## config.mk

```make
export PLATFORM = sky130hd
export DESIGN_NAME = shifter_arbiter
export DESIGN_NICKNAME = d
export VERILOG_FILES = /design/src/rtl/shift_pkg.sv /design/src/rtl/shifter_arbiter_shifter.sv /design/src/rtl/shifter_arbiter.sv
export SDC_FILE = /design/constraint.sdc
export NUM_CORES = 1
export LEC_CHECK = 0
export ABC_AREA = 1
export BUFFER_PORTS_ARGS = -buffer_cell sky130_fd_sc_hd__buf_2
export CORE_ASPECT_RATIO = 0.7
export CORE_MARGIN = 8
export CORE_UTILIZATION = 25
export CTS_CLUSTER_SIZE = 20
export DETAILED_ROUTE_END_ITERATION = 10
export GPL_ROUTABILITY_DRIVEN = 0
export PLACE_DENSITY = 0.52
export SYNTH_ARGS = -nofsm -noshare
export SYNTH_HDL_FRONTEND = slang
export SYNTH_SLANG_ARGS = --single-unit
```

## constraint.sdc

```tcl
create_clock -name clk -period 2.2 [get_ports clk]
set_clock_uncertainty 0.15 [all_clocks]
set_input_delay 0.44 -clock clk [delete_from_list [all_inputs] [get_ports clk]]
set_output_delay 0.44 -clock clk [all_outputs]
set_load 0.1 [all_outputs]
```

## src/rtl/shift_pkg.sv

```systemverilog
// Shared widths and shift opcodes for the shifter arbiter and its datapath.
package shift_pkg;

    localparam int XLEN  = 32;
    localparam int SHW   = 5;
    localparam int TAG_W = 4;

    typedef enum logic [1:0] {
        SHIFT_SRL  = 2'b00,
        SHIFT_SLL  = 2'b01,
        SHIFT_SRA  = 2'b10,
        SHIFT_RSVD = 2'b11
    } shift_op_e;

endpackage

```

## src/rtl/shifter_arbiter_shifter.sv

```systemverilog
// Combinational barrel shifter: logical right, logical left and arithmetic right.
module shifter_arbiter_shifter
    import shift_pkg::shift_op_e;
    import shift_pkg::SHIFT_SRL;
    import shift_pkg::SHIFT_SLL;
    import shift_pkg::SHIFT_SRA;
#(
    parameter int XLEN = shift_pkg::XLEN,
    parameter int SHW  = shift_pkg::SHW
) (
    input  logic [XLEN-1:0] a,
    input  logic [SHW-1:0]  shamt,
    input  shift_op_e       op,
    output logic [XLEN-1:0] y
);

    always_comb begin
        y = a;
        case (op)
            SHIFT_SRL: y = a >> shamt;
            SHIFT_SLL: y = a << shamt;
            SHIFT_SRA: y = $unsigned($signed(a) >>> shamt);
            default:   y = a;
        endcase
    end

endmodule

```

## src/rtl/shifter_arbiter.sv

```systemverilog
// Round-robin arbiter sharing one shifter between two requesters, with a
// single registered result slot carrying requester id, tag and error flag.
module shifter_arbiter
    import shift_pkg::shift_op_e;
    import shift_pkg::SHIFT_RSVD;
#(
    parameter int XLEN  = shift_pkg::XLEN,
    parameter int SHW   = shift_pkg::SHW,
    parameter int TAG_W = shift_pkg::TAG_W
) (
    input  logic             clk,
    input  logic             rst_n,
    input  logic [1:0]       req_valid,
    output logic [1:0]       req_ready,
    input  logic [XLEN-1:0]  req0_a,
    input  logic [SHW-1:0]   req0_shamt,
    input  logic [1:0]       req0_type,
    input  logic [TAG_W-1:0] req0_tag,
    input  logic [XLEN-1:0]  req1_a,
    input  logic [SHW-1:0]   req1_shamt,
    input  logic [1:0]       req1_type,
    input  logic [TAG_W-1:0] req1_tag,
    output logic             res_valid,
    input  logic             res_ready,
    output logic [XLEN-1:0]  res_data,
    output logic             res_id,
    output logic [TAG_W-1:0] res_tag,
    output logic             res_err
);

    logic             rr_q;
    logic             can_accept;
    logic [1:0]       grant;
    logic             accept;
    logic             sel;
    logic [XLEN-1:0]  sel_a;
    logic [SHW-1:0]   sel_shamt;
    shift_op_e        sel_op;
    logic [TAG_W-1:0] sel_tag;
    logic [XLEN-1:0]  shift_y;
    logic             sel_rsvd;

    assign can_accept = !res_valid || res_ready;

    // On a tie rr_q picks the winner; a lone requester always wins.
    always_comb begin
        grant = 2'b00;
        case (req_valid)
            2'b01:   grant = 2'b01;
            2'b10:   grant = 2'b10;
            2'b11:   grant = rr_q ? 2'b10 : 2'b01;
            default: grant = 2'b00;
        endcase
    end

    assign req_ready = rst_n ? (grant & {2{can_accept}}) : 2'b00;
    assign accept    = |(req_valid & req_ready);
    assign sel       = grant[1];

    assign sel_a     = sel ? req1_a     : req0_a;
    assign sel_shamt = sel ? req1_shamt : req0_shamt;
    assign sel_op    = shift_op_e'(sel ? req1_type : req0_type);
    assign sel_tag   = sel ? req1_tag   : req0_tag;
    assign sel_rsvd  = (sel_op == SHIFT_RSVD);

    shifter_arbiter_shifter #(
        .XLEN (XLEN),
        .SHW  (SHW)
    ) u_shifter (
        .a     (sel_a),
        .shamt (sel_shamt),
        .op    (sel_op),
        .y     (shift_y)
    );

    // Result slot reloads on every accept; drains when the consumer takes it.
    always_ff @(posedge clk or negedge rst_n) begin
        if (!rst_n) begin
            rr_q      <= 1'b0;
            res_valid <= 1'b0;
            res_data  <= '0;
            res_id    <= 1'b0;
            res_tag   <= '0;
            res_err   <= 1'b0;
        end else if (accept) begin
            rr_q      <= ~sel;
            res_valid <= 1'b1;
            res_data  <= sel_rsvd ? sel_a : shift_y;
            res_id    <= sel;
            res_tag   <= sel_tag;
            res_err   <= sel_rsvd;
        end else if (res_ready) begin
            res_valid <= 1'b0;
        end
    end

endmodule

```

==> run_summary.xml <==
<?xml version="1.0" encoding="UTF-8"?>
<metrics>
  <group name="outcome">
    <metric name="run_status" unit="">finished with violations</metric>
    <metric name="violated_checks" unit="">negative setup slack</metric>
  </group>
  <group name="setup_path">
    <metric name="critPathCaptureType" unit="">flop</metric>
    <metric name="cp.arrival" unit="ns">2.59</metric>
    <metric name="critical_path_start_type" unit="">flop</metric>
    <metric name="data_required_time_of_the_critical_path" unit="ns">2.29</metric>
    <metric name="crit_fanout" unit="">9</metric>
    <metric name="setup.worst_path.class" unit="">reg2reg</metric>
  </group>
  <group name="routing">
    <metric name="via_per_inst" unit="">5.32</metric>
    <metric name="drt-wirelength-per-cell" unit="um">19.4</metric>
    <metric name="detail_route.drc_violations" unit="">0</metric>
    <metric name="final_antenna_net_count" unit="">0</metric>
    <metric name="num_vias" unit="">9592</metric>
    <metric name="detailedRoute.firstIterationViolations" unit="">1334</metric>
    <metric name="postRouteWirelength" unit="mm">35.0</metric>
    <metric name="drt_pass1_iterations" unit="">6</metric>
  </group>
  <group name="yosys">
    <metric name="synth.cell_area" unit="um2">6230</metric>
    <metric name="synth_enable_flop_cells" unit="">0</metric>
    <metric name="postSynthRegisterBits" unit="">40</metric>
    <metric name="syn-num-nets" unit="">1283</metric>
    <metric name="synth.yosys.warnings" unit="">0</metric>
    <metric name="top_ff_cell_synth" unit="">sky130_fd_sc_hd__dfrtp_1</metric>
    <metric name="synth.avg_cell_area" unit="um2">5.22</metric>
    <metric name="portion_of_the_post_synthesis_area_used_by_sequential_elements" unit="">0.161</metric>
    <metric name="number_of_instances_in_the_synthesized_netlist" unit="">1192</metric>
    <metric name="cell_type_with_the_largest_total_area_after_synthesis" unit="">sky130_fd_sc_hd__nand2_1</metric>
    <metric name="asyncSetResetFlopFracSynth" unit="">1.00</metric>
    <metric name="netlist_top_cells_area" unit="">sky130_fd_sc_hd__nand2_1 (29%), sky130_fd_sc_hd__nand3_1 (26%), sky130_fd_sc_hd__dfrtp_1 (16%)</metric>
    <metric name="synth_largest_type_area_fraction" unit="">0.289</metric>
    <metric name="yosys.cell_types.count" unit="">33</metric>
  </group>
  <group name="cts">
    <metric name="clockRootBuffer" unit="">sky130_fd_sc_hd__clkbuf_16</metric>
    <metric name="tritoncts_clock_tree" unit="">yes</metric>
    <metric name="cts.path.max_buffers" unit="">2</metric>
    <metric name="numCtsBuffers" unit="">5</metric>
    <metric name="cts.htree.levels" unit="">2</metric>
    <metric name="clkSlewWorstSetupHoldPaths" unit="ns">0.06</metric>
    <metric name="worst_skew_pair.late_latency" unit="ns">0.30</metric>
    <metric name="clkSinkCount" unit="">40</metric>
  </group>
  <group name="job">
    <metric name="cap_viol_max_count" unit="">0</metric>
  </group>
  <group name="timing">
    <metric name="final-max-slew-violation-count" unit="">0</metric>
    <metric name="layout_min_cycle_time" unit="ns">2.50</metric>
    <metric name="rsz0062_at_grt" unit="">yes</metric>
    <metric name="finalSetupViolations" unit="">33</metric>
    <metric name="timing.max_slew.rel_slack" unit="">0.617</metric>
    <metric name="worst_pin_slew" unit="ns">0.575</metric>
    <metric name="timing.final.crit_share" unit="">1.14</metric>
    <metric name="hold_viol" unit="">0</metric>
    <metric name="fmax" unit="MHz">400</metric>
    <metric name="setup_slack" unit="ns">-0.298</metric>
    <metric name="finalSetupTns" unit="ns">-6.93</metric>
  </group>
  <group name="die">
    <metric name="floorplan.die_area" unit="um2">30300</metric>
    <metric name="floorplan.io_pins" unit="">132</metric>
    <metric name="rows" unit="">48</metric>
    <metric name="initial_utilization" unit="">0.253</metric>
    <metric name="core_region_area" unit="um2">24600</metric>
    <metric name="dieWidth" unit="um">205</metric>
    <metric name="die_y" unit="um">148</metric>
  </group>
  <group name="place">
    <metric name="dp_hpwl" unit="mm">26.7</metric>
    <metric name="placedCellCount" unit="">1768</metric>
    <metric name="port_buffers" unit="">131</metric>
  </group>
  <group name="layout">
    <metric name="n_antenna_cell" unit="">0</metric>
    <metric name="final_core_utilization" unit="">0.409</metric>
    <metric name="top_library_cells_by_usage_in_the_layout_fill_and_taps_aside" unit="">sky130_fd_sc_hd__nand2_1 (392), sky130_fd_sc_hd__nand3_1 (246), sky130_fd_sc_hd__buf_4 (178), sky130_fd_sc_hd__buf_2 (128), sky130_fd_sc_hd__nand3_2 (78)</metric>
    <metric name="most_common_cell_after_layout_fill_and_taps_aside" unit="">sky130_fd_sc_hd__nand2_1</metric>
    <metric name="final_net_count" unit="">1568</metric>
    <metric name="final_cells" unit="">1803</metric>
    <metric name="layout-drive-gt1-share" unit="">0.408</metric>
    <metric name="flow.area_growth_from_synthesis" unit="%">61.6</metric>
  </group>
  <group name="grt">
    <metric name="gr-usage-all-layers" unit="">0.217</metric>
    <metric name="global_route_wire_length_before_repair" unit="mm">51.5</metric>
    <metric name="grt_pass1_vias" unit="">8935</metric>
    <metric name="antenna_found_initial" unit="">0</metric>
    <metric name="grt_max_degree" unit="">48</metric>
    <metric name="grt-ovfl-total" unit="">0</metric>
  </group>
  <group name="min_path">
    <metric name="hp-class" unit="">in2async</metric>
  </group>
  <group name="power">
    <metric name="p_leak" unit="nW">5.46</metric>
    <metric name="ir_worst_vdd" unit="uV">1260</metric>
    <metric name="p_per_area" unit="nW/um2">951</metric>
  </group>
</metrics>
[through the flow]
step | power, mW | setup slack (ns) | area, um2 | hold slack (ns)
2_1_floorplan | 5.72 | -0.0565 | 6330 | -0.00559
3_3_place_gp | 7.77 | -0.662 | 8550 | 0.308
3_5_place_dp | 7.78 | -0.667 | 8550 | 0.310
4_1_cts | 9.04 | -0.243 | 9320 | 0.142
5_1_grt | 10.1 | -0.406 | 10100 | 0.173
6_report | 9.57 | -0.298 | 10100 | 0.111
[Yosys cell counts (2+ instances only)]
library cell and instances:
sky130_fd_sc_hd__clkbuf_1 15, sky130_fd_sc_hd__nand4_1 6, sky130_fd_sc_hd__nor2_2 6, sky130_fd_sc_hd__buf_2 33
sky130_fd_sc_hd__inv_1 74, sky130_fd_sc_hd__nor2_4 2, sky130_fd_sc_hd__inv_2 14, sky130_fd_sc_hd__a31oi_1 5
sky130_fd_sc_hd__o21ai_1 29, sky130_fd_sc_hd__nand3b_1 18, sky130_fd_sc_hd__nand3_2 5, sky130_fd_sc_hd__a22oi_1 9
sky130_fd_sc_hd__nand2_2 4, sky130_fd_sc_hd__nor2_1 40, sky130_fd_sc_hd__and2_1 2, sky130_fd_sc_hd__o211ai_1 7
sky130_fd_sc_hd__nand3_1 323, sky130_fd_sc_hd__buf_4 6, sky130_fd_sc_hd__nand2_1 479, sky130_fd_sc_hd__o21ai_0 17
sky130_fd_sc_hd__a21oi_1 30, sky130_fd_sc_hd__buf_1 9, sky130_fd_sc_hd__o21ai_2 2, sky130_fd_sc_hd__buf_6 9
sky130_fd_sc_hd__dfrtp_1 40
[worst paths after layout]
kind	startpoint	to	cells after the start	slack, ns
worst max-delay path	rr_q	res_data[14]	15	-0.30
worst min-delay path	rst_n	res_id	2	0.11
worst max register to register	rr_q	res_data[14]	15	-0.30
worst min register to register	res_data[9]	res_data[9]	2	0.32
max in group asynchronous	rst_n	res_valid	2	1.36
min in group clk	req0_tag[1]	res_tag[1]	3	0.21
[per-layer routing]
layer | wire (um) | vias up | global-route usage
li1 | - | 4505 | -
met1 | 15700 | 4378 | 0.315
met2 | 13500 | 611 | 0.298
met3 | 4570 | 94 | 0.0630
met4 | 1170 | 4 | 0.0636
met5 | 146 | - | 0.0390
[what timing repair did]
item	in CTS	in global routing
resized for setup	126	141
cloned	1	6
endpoints found under the hold margin	0	0
pin swaps	17	29
hold buffers	0	0
buffers inserted	15	5
setup endpoints to repair	35	35
[area by class of cell]
class | count | area, um2
Tap cell | 325 | 407
Timing Repair Buffer | 349 | 2680
Fill cell | 2657 | 14500
Multi-Input combinational cell | 992 | 5450
Clock buffer | 6 | 139
Sequential cell | 40 | 1000
Inverter | 89 | 349
Clock inverter | 2 | 38.8
[registers in the layout, summed over array words and instances, names as in the netlist]
| name | flops |
|---|---|
| res_tag | 4 |
| res_data | 32 |
| res_valid | 1 |
| res_id | 1 |
| res_err | 1 |
| rr_q | 1 |
[power breakdown]
group          internal (mW)  total (mW)  switching [mW]
Clock                  0.570       0.923           0.353
Combinational           2.09        7.41            5.32
Sequential              1.03        1.24           0.206
Total                   3.69        9.57            5.88
[critical path, stage by stage (launching register included)]
cell,delay [ns]
sky130_fd_sc_hd__dfrtp_1,0.39
sky130_fd_sc_hd__inv_2,0.13
sky130_fd_sc_hd__nand2_8,0.10
sky130_fd_sc_hd__buf_6,0.15
sky130_fd_sc_hd__nand3_1,0.07
sky130_fd_sc_hd__nand2_2,0.10
sky130_fd_sc_hd__buf_6,0.16
sky130_fd_sc_hd__buf_4,0.14
sky130_fd_sc_hd__nand2_1,0.14
sky130_fd_sc_hd__nand4_1,0.21
sky130_fd_sc_hd__nand2_1,0.12
sky130_fd_sc_hd__nand2_1,0.09
sky130_fd_sc_hd__a21boi_2,0.15
sky130_fd_sc_hd__o21a_1,0.16
sky130_fd_sc_hd__nand2_2,0.10
sky130_fd_sc_hd__nand2_1,0.07
[cell families after synthesis]
group / count (synthesis) / synth area share
AND/OR/NAND/NOR: 889 / 0.629
buffers and inverters: 161 / 0.119
AO/OA/AOI/OAI: 102 / 0.0920
flip-flops: 40 / 0.161
No activity file was read; power rests on OpenSTA's default activity.
